<file path="src/rtl/clock_timekeeper.sv">
`timescale 1ns/1ps
`default_nettype none
// ============================================================================
// Module      : clock_timekeeper
// Description : Time-of-day core for the 7-segment clock. Prescaler, HH:MM:SS
//               counters, hour/minute set buttons, 12/24 h display mapping and
//               a TIME/SECS display page FSM with auto-revert. Drives four BCD
//               digits plus blank, colon and PM flags.
//               Optional alarm: define CLOCK_TIMEKEEPER_ALARM_EN.
// Revision    : 1.0 - initial release
// ============================================================================
module clock_timekeeper #(
    parameter int CLK_HZ         = 10_000_000,
    parameter int REVERT_SECONDS = 3
) (
    input  logic        clk_i,
    input  logic        rst_i,
    input  logic        inc_hr_i,
    input  logic        inc_min_i,
    input  logic        page_sw_i,
    input  logic        mode_12h_i,
`ifdef CLOCK_TIMEKEEPER_ALARM_EN
    input  logic        alarm_en_i,
    input  logic [4:0]  alarm_hr_i,
    input  logic [5:0]  alarm_min_i,
    input  logic        alarm_ack_i,
    output logic        alarm_o,
`endif
    output logic        tick_o,
    output logic        half_hz_o,
    output logic [15:0] disp_o,
    output logic [3:0]  blank_o,
    output logic        colon_o,
    output logic        pm_o
);

    localparam int                   PRESC_W     = $clog2(CLK_HZ);
    localparam logic [PRESC_W-1:0]   PRESC_LAST  = PRESC_W'(CLK_HZ - 1);
    localparam logic [3:0]           REVERT_LOAD = 4'(REVERT_SECONDS);

    typedef enum logic [0:0] {
        PAGE_TIME = 1'b0,
        PAGE_SECS = 1'b1
    } page_t;

    // Binary 0..59 to two BCD digits {tens, ones}
    function automatic logic [7:0] to_bcd(input logic [5:0] v);
        logic [3:0] tens;
        logic [3:0] ones;
        tens = 4'd0;
        ones = v[3:0];
        if (v >= 6'd50) begin
            tens = 4'd5; ones = 4'(v - 6'd50);
        end else if (v >= 6'd40) begin
            tens = 4'd4; ones = 4'(v - 6'd40);
        end else if (v >= 6'd30) begin
            tens = 4'd3; ones = 4'(v - 6'd30);
        end else if (v >= 6'd20) begin
            tens = 4'd2; ones = 4'(v - 6'd20);
        end else if (v >= 6'd10) begin
            tens = 4'd1; ones = 4'(v - 6'd10);
        end
        return {tens, ones};
    endfunction

    logic [PRESC_W-1:0] presc_q, presc_d;
    logic [4:0]         hr_q, hr_d;
    logic [5:0]         min_q, min_d;
    logic [5:0]         sec_q, sec_d;
    page_t              page_q, page_d;
    logic [3:0]         revert_q, revert_d;
    logic               hr_btn_q, min_btn_q, page_btn_q;
    logic               tick_q, tick_d;
    logic               half_hz_q, half_hz_d;
    logic [15:0]        disp_q, disp_d;
    logic [3:0]         blank_q, blank_d;
    logic               colon_q, colon_d;
    logic               pm_q, pm_d;

    logic               hr_edge, min_edge, page_edge, set_edge, tick_w;
    logic [4:0]         hr_disp;
    logic [7:0]         hr_bcd, min_bcd, sec_bcd;

    // Previous-level registers are reset to 1 so a button held through reset fires nothing
    assign hr_edge   = inc_hr_i  & ~hr_btn_q;
    assign min_edge  = inc_min_i & ~min_btn_q;
    assign page_edge = page_sw_i & ~page_btn_q;
    assign set_edge  = hr_edge | min_edge;

    // Prescaler and time counters; a set edge restarts the second and swallows the tick
    always_comb begin
        presc_d = presc_q;
        hr_d    = hr_q;
        min_d   = min_q;
        sec_d   = sec_q;
        tick_w  = 1'b0;
        if (set_edge) begin
            presc_d = '0;
            sec_d   = 6'd0;
            if (min_edge) min_d = (min_q == 6'd59) ? 6'd0 : min_q + 6'd1;
            if (hr_edge)  hr_d  = (hr_q  == 5'd23) ? 5'd0 : hr_q  + 5'd1;
        end else if (presc_q == PRESC_LAST) begin
            presc_d = '0;
            tick_w  = 1'b1;
            if (sec_q == 6'd59) begin
                sec_d = 6'd0;
                if (min_q == 6'd59) begin
                    min_d = 6'd0;
                    hr_d  = (hr_q == 5'd23) ? 5'd0 : hr_q + 5'd1;
                end else begin
                    min_d = min_q + 6'd1;
                end
            end else begin
                sec_d = sec_q + 6'd1;
            end
        end else begin
            presc_d = presc_q + PRESC_W'(1);
        end
    end

    // Page FSM: page edge (re)arms the seconds page, ticks count it back down to TIME
    always_comb begin
        page_d   = page_q;
        revert_d = revert_q;
        case (page_q)
            PAGE_TIME: begin
                if (page_edge) begin
                    page_d   = PAGE_SECS;
                    revert_d = REVERT_LOAD;
                end
            end
            PAGE_SECS: begin
                if (page_edge) begin
                    revert_d = REVERT_LOAD;
                end else if (tick_w) begin
                    revert_d = revert_q - 4'd1;
                    if (revert_q == 4'd1) page_d = PAGE_TIME;
                end
            end
            default: begin
                page_d   = PAGE_TIME;
                revert_d = 4'd0;
            end
        endcase
    end

    // Display formatting from current state; registered so outputs lag state by one cycle
    always_comb begin
        if (mode_12h_i) begin
            if (hr_q == 5'd0)       hr_disp = 5'd12;
            else if (hr_q > 5'd12)  hr_disp = hr_q - 5'd12;
            else                    hr_disp = hr_q;
        end else begin
            hr_disp = hr_q;
        end
        hr_bcd    = to_bcd({1'b0, hr_disp});
        min_bcd   = to_bcd(min_q);
        sec_bcd   = to_bcd(sec_q);
        tick_d    = tick_w;
        half_hz_d = sec_q[0];
        pm_d      = (hr_q >= 5'd12);
        disp_d    = {hr_bcd, min_bcd};
        blank_d   = 4'b0000;
        colon_d   = ~sec_q[0];
        if (mode_12h_i && (hr_bcd[7:4] == 4'd0)) blank_d = 4'b1000;
        if (page_q == PAGE_SECS) begin
            disp_d  = {8'h00, sec_bcd};
            blank_d = 4'b1100;
            colon_d = 1'b1;
        end
    end

    // State and output registers
    always_ff @(posedge clk_i or posedge rst_i) begin
        if (rst_i) begin
            presc_q    <= '0;
            hr_q       <= 5'd0;
            min_q      <= 6'd0;
            sec_q      <= 6'd0;
            page_q     <= PAGE_TIME;
            revert_q   <= 4'd0;
            hr_btn_q   <= 1'b1;
            min_btn_q  <= 1'b1;
            page_btn_q <= 1'b1;
            tick_q     <= 1'b0;
            half_hz_q  <= 1'b0;
            disp_q     <= 16'h0000;
            blank_q    <= 4'b0000;
            colon_q    <= 1'b1;
            pm_q       <= 1'b0;
        end else begin
            presc_q    <= presc_d;
            hr_q       <= hr_d;
            min_q      <= min_d;
            sec_q      <= sec_d;
            page_q     <= page_d;
            revert_q   <= revert_d;
            hr_btn_q   <= inc_hr_i;
            min_btn_q  <= inc_min_i;
            page_btn_q <= page_sw_i;
            tick_q     <= tick_d;
            half_hz_q  <= half_hz_d;
            disp_q     <= disp_d;
            blank_q    <= blank_d;
            colon_q    <= colon_d;
            pm_q       <= pm_d;
        end
    end

    assign tick_o    = tick_q;
    assign half_hz_o = half_hz_q;
    assign disp_o    = disp_q;
    assign blank_o   = blank_q;
    assign colon_o   = colon_q;
    assign pm_o      = pm_q;

`ifdef CLOCK_TIMEKEEPER_ALARM_EN
    logic alarm_q, alarm_d;
    logic ack_btn_q;
    logic ack_edge;

    assign ack_edge = alarm_ack_i & ~ack_btn_q;

    // Alarm latches only on a real tick reaching HH:MM:00; clearing beats setting
    always_comb begin
        alarm_d = alarm_q;
        if (tick_w && alarm_en_i && (hr_d == alarm_hr_i) && (min_d == alarm_min_i) && (sec_d == 6'd0))
            alarm_d = 1'b1;
        if (ack_edge || !alarm_en_i)
            alarm_d = 1'b0;
    end

    // Alarm state register
    always_ff @(posedge clk_i or posedge rst_i) begin
        if (rst_i) begin
            alarm_q   <= 1'b0;
            ack_btn_q <= 1'b1;
        end else begin
            alarm_q   <= alarm_d;
            ack_btn_q <= alarm_ack_i;
        end
    end

    assign alarm_o = alarm_q;
`endif

endmodule
`default_nettype wire

</file>
<file path="config.mk">
export PLATFORM = sky130hd
export DESIGN_NAME = clock_timekeeper
export DESIGN_NICKNAME = d
export VERILOG_FILES = /design/src/rtl/clock_timekeeper.sv
export SDC_FILE = /design/constraint.sdc
export NUM_CORES = 1
export LEC_CHECK = 0
export ABC_AREA = 1
export CAP_MARGIN = 20
export CORE_AREA = 2 2 121 123
export DETAILED_ROUTE_END_ITERATION = 7
export DIE_AREA = 0 0 123 125
export GPL_TIMING_DRIVEN = 0
export SLEW_MARGIN = 20
export SYNTH_ARGS = -nofsm -noshare
export SYNTH_HDL_FRONTEND = slang
export SYNTH_SLANG_ARGS = --single-unit
</file>
<file path="constraint.sdc">
create_clock -name clk_i -period 2.84 [get_ports clk_i]
set_input_delay 0.71 -clock clk_i [delete_from_list [all_inputs] [get_ports clk_i]]
set_output_delay 0.71 -clock clk_i [all_outputs]
set_load 0.05 [all_outputs]
</file>
* Word level (Yosys, flattened, before mapping)
Cells that the tools add are included. Widths: inputs -> output; s select.
Cells by class: add/sub/neg operators 21, magnitude comparators 17, equality and inequality tests 9, muxes and demuxes 64, bitwise gates (word level) 9, reductions and logical operators 9
Operator list (count):
- $mux 4 | 20
- $mux 24 | 2
- $mux 6 | 8
- $mux 5 | 9
- $sub 4x4->4 const B | 9
- $add 24x1->24 const B | 1
- $eq 24x24->1 const B | 1
- $ge 6x5->1 const B | 4
- $ge 6x6->1 const B | 4
- $mux 3 | 6
- $mux 16 | 1
- $add 6x1->6 const B | 2
- $eq 6x6->1 const B | 2
- $ge 5x6->1 const B | 2
- $ge 6x4->1 const B | 2
- $mux 2 | 6
- $sub 4x2->4 const B | 3
- $sub 4x3->4 const B | 3
- $ge 5x4->1 const B | 2
- $ge 5x5->1 const B | 2
- $mux 1 | 10
- $pmux 4 s2 | 1
- $ne 2x2->1 const B | 3
- $reduce_bool 2->1 | 3
- other kinds (17) | 23
Word-level totals: register bits after elaboration 73, input bits 6, output and inout bits 24, logic and storage cells 144

* Depth between registers and ports, before layout
word-level depth 14, gate-level depth with buffers 17, mapped depth without buffers 17

* Worst setup path after synthesis
Ideal clock, no wire load.
path type in2reg, start point input mode_12h_i, end point register disp_q[9] (netlist: disp_o[9]), arrival 2.076 ns, data required time 2.723 ns, path slack 0.647 ns, cell stages on the path 14, path through buf_2 -> nand4_1 -> inv_1 -> nor2_1 -> inv_1 -> ha_1 -> nand2_1 -> nand2_2 -> nand2_2 -> nand2_1 -> nand2_1 -> nand2_1 -> nand2_1 -> nor2_1
Between the ends: longest elaborated chain between the ends 8, elaborated cells on any way between the ends 17
Ends and longest elaborated chain:
- from (decl) | RTL line 21 | input logic mode_12h_i,
- $mux 5 * | RTL line 149 | if (mode_12h_i) begin
- $sub 4x4->4 / $ge 5x4->1 (equally long branches) | RTL line 61, 60
- $mux 4 | RTL line 60 | end else if (v >= 6'd10) begin
- $mux 4 | RTL line 58 | end else if (v >= 6'd20) begin
- $mux 4 | RTL line 56 | end else if (v >= 6'd30) begin
- $mux 4 | RTL line 54 | end else if (v >= 6'd40) begin
- $mux 4 * | RTL line 52 | if (v >= 6'd50) begin
- $mux 16 * | RTL line 166 | if (page_q == PAGE_SECS) begin
- via disp_d[9] | RTL line 75 | logic [15:0] disp_q, disp_d;
- to (signal assigned) | RTL line 203 | disp_q <= disp_d;
- to (decl) | RTL line 75
Mark *: on every way through the listed nets, which the timed path passes. The rest lies on a longest branch. A chain may end at the register's enable or synchronous reset.

* Final worst setup path
start point register hr_q[2], end point register disp_q[10] (netlist: disp_o[10])
Between the ends: longest elaborated chain between the ends 11, elaborated cells on any way between the ends 22
Ends and longest elaborated chain:
- from (decl) | RTL line 67 | logic [4:0] hr_q, hr_d;
- from (signal assigned) | RTL line 193 | hr_q <= hr_d;
- $sub 5x4->5 / $gt 5x4->1 (equally long branches) | RTL line 151 | else if (hr_q > 5'd12) hr_disp = hr_q - 5'd12;
- $mux 5 | RTL line 151
- $mux 5 | RTL line 150 | if (hr_q == 5'd0) hr_disp = 5'd12;
- $mux 5 * | RTL line 149
- $sub 4x4->4 / $ge 5x4->1 (equally long branches) | RTL line 61, 60
- $mux 4 | RTL line 60
- $mux 4 | RTL line 58
- $mux 4 | RTL line 56
- $mux 4 | RTL line 54
- $mux 4 * | RTL line 52
- $mux 16 * | RTL line 166
- via disp_d[10] | RTL line 75
Marks and branches as above.

==> results.cfg <==
[die]
die_area_sq_um = 15400
start_util = 0.312
num_rows = 44
ioPinCount = 30
die_y_microns = 125
die_w_microns = 123
core_sq_um = 14200

[clock_network]
insertion_delay_ns = 0.34
h-tree-depth = 3
cts.sinks = 68
cts.repair.resized = 0
cts_buffers = 9
clkTransAtPathRegs_ns = 0.06
root_buffer = clkbuf_16
cts.path.max_buffers = 2
postCtsSetupRepairBufs = 0
cts_tree = built
cts.hold.buffers_added = 0

[yosys]
async_flop_share = 1.00
synth.avg_cell_area_sq_um = 7.52
netlist_area_sq_um = 4440
netlist.area_leader.share = 0.361
synth.largest_area_cell = dfrtp_1
synth.distinct_cells = 37
synth_edf_count = 0
ys_ff_latch = 68
synth.most_common_cell = nand2_1
yosys_warnings = 0
synth_ff_type = dfrtp_1
netlist_top_cells_area = dfrtp_1 (36%), nand2_1 (11%), ha_1 (9.3%), inv_1 (6.2%), nor2_1 (5.2%)
synthTopCellsByCount = nand2_1 (131), inv_1 (73), dfrtp_1 (64)
yosysSeqAreaShare = 0.385
synthCells = 590

[min_path]
min_path_cells = 1
min_from = presc_q[0]$_DFF_PP0_
hp-class = reg -> reg
whs_endpoint = presc_q[0]$_DFF_PP0_

[sta]
setup-tns-final_ns = 0
holdWs_ns = 0.458
max_slew_margin = 0.649
fmax_mhz = 410
period_needed_ns = 2.44
drv_slew = 0
fin_ws_ns = 0.403
grt_setup_unrepaired = no
tightest_slew_ns = 0.525
fin_crit_sh = 0.858
fin_skew_ns = 0.0100
setup_viol = 0
finalHoldViolCount = 0

[final_layout]
syn_to_final_growth_pct = 18.1
fin_util = 0.369
seq_area_sq_um = 1710
nNetsFinal = 668
fillers = 1495
multi_input_area_sq_um = 2370
layout-drive-gt1-share = 0.0883
num_antenna_cells = 0
design_area_sq_um = 5240

[global_route]
grt_pass1_vias = 3869
grt_pass1_wl_microns = 17600
grt_max_degree = 44
antenna_found_initial = 0
gr-total-overflow = 0
grt_usage = 0.143

[worst_setup_path]
crit_top_cell = nand2_1
required_ns = 3.10
cp_slowest_stage_delay_ns = 0.48
r2r_end = disp_o[10]$_DFF_PP0_
path_cells = ha_1, nand3_2, nand3_2, nand2_1, nand2_1, nor2_1, inv_1, ha_1, inv_1, nor2_1, a21oi_1, nand2_1, inv_1, nand2_1, a21oi_1
worst_setup_path_start_kind = flop
regToRegSetupSlack_ns = 0.40
startpoint = hr_q[2]$_DFFE_PP0P_
r2r_start = hr_q[2]$_DFFE_PP0P_
critical_path.endpoint_type = flop
crit_path_top_delay_cell = dfrtp_1
r2r_cells = 15
cp_max_fo = 9
critPathKind = reg -> reg
cp_data_arrival_time_ns = 2.70

[detailed_routing]
vias = 3947
via_per_inst = 4.83
ant_nets = 0
drt_iter0_markers = 225
wl_per_cell_microns = 12.5
wirelength_microns = 10300
drc = 0
dr.pass1.iters = 4

[placed_design]
post-place-ws_ns = 0.338
place_area_sq_um = 4940
dp_hpwl_microns = 7520
place.port_buffers = 23
place_congestion = 0.886

[outcome]
status = finished clean

[power_and_ir_drop]
p_leak_uw = 0.00249
vdd_ir_drop_max_mv = 0.411
p_per_area_nw_per_um2 = 658

[run]
maxCapViolCount = 0
-- report_power, final --
part	internal, uW	switching (uW)
clock	728	424
combinational	397	728
sequential	1050	124
-- worst max-delay path by stage --
| stage | to | slack (ns) | cells past startpoint |
|---|---|---|---|
| 2_1_floorplan | blank_o[2]$_DFF_PP0_ | 0.43 | 1 |
| 4_1_cts | disp_o[9]$_DFF_PP0_ | 0.42 | 15 |
| 6_report | disp_o[10]$_DFF_PP0_ | 0.40 | 15 |
| 3_5_place_dp | revert_q[2]$_DFFE_PP0P_ | 0.34 | 7 |
| 3_3_place_gp | presc_q[16]$_DFF_PP0_ | -0.87 | 2 |
| 5_1_grt | disp_o[10]$_DFF_PP0_ | 0.1 | 14 |
-- worst max-delay path, delay by kind of cell, from the launching register on --
kind / cells / cell delay, ns
adder cells (fa/ha/maj): 2 / 0.51
AO/OA/AOI/OAI: 2 / 0.27
AND/OR/NAND/NOR: 8 / 0.87
buffers and inverters: 3 / 0.23
flip-flops: 1 / 0.48
-- flip-flops by register name, summed over array words and instances, names as in the netlist --
name,flops
blank_o,2
colon_o,1
disp_o,13
half_hz_o,1
hr_btn_q,1
hr_q,5
min_btn_q,1
min_q,6
page_btn_q,1
page_q,1
pm_o,1
presc_q,24
revert_q,4
sec_q,6
tick_o,1
-- cell usage in the layout, fill, tap and decap left out, drive strengths merged --
cell,n
nand2,139
inv,76
nor2,65
dfrtp,64
o21ai,49
nand3,45
ha,33
a21oi,27
clkdlybuf4s50,23
nand4,19
nor3,17
clkbuf,15
xor2,13
buf,13
nor4,5
conb,5
or2,5
o21a,4
dfstp,4
nor3b,2
a31oi,2
o211ai,2
xnor2,2
clkinvlp,2
o31ai,1
a211oi,1
bufinv,1
-- through the flow --
| stage | total power, uW | std cells |
|---|---|---|
| floorplan | 2050 | 594 |
| global placement | 2260 | 801 |
| detailed placement | 2300 | 802 |
| CTS | 3480 | 818 |
| global route | 3700 | 818 |
| finish | 3450 | 818 |
-- layout make-up --
class | instances | area share
multi-input cells | 436 | 0.453
flip-flops and latches | 68 | 0.326
inverters | 76 | 0.0549
clock buffers | 13 | 0.0497
repair buffers | 24 | 0.0477
well taps | 184 | 0.0439
plain buffers | 14 | 0.0169
clock inverters | 3 | 0.00859
-- routing by layer --
metal  track usage  part of all wire  up-vias
li1              -                 -     1990
met1         0.173              0.45     1856
met2         0.231              0.48       81
met3        0.0415             0.047       20
met4        0.0668             0.021        0
met5             0                 0        -
-- cells by family (layout without fill, tap and decap cells) --
| family | count (synthesis) | after routing | synth area share |
|---|---|---|---|
| and+or+nand+nor | 297 | 297 | 0.303 |
| buffers and inverters | 90 | 130 | 0.0843 |
| AOI/OAI and AO/OA | 86 | 86 | 0.105 |
| DFF | 68 | 68 | 0.385 |
| adders and majority gates | 33 | 33 | 0.0930 |
| xor gates and xnor gates | 15 | 15 | 0.0296 |
| other | 1 | 5 | 0.000845 |
Power figures use the tool's default switching activity.
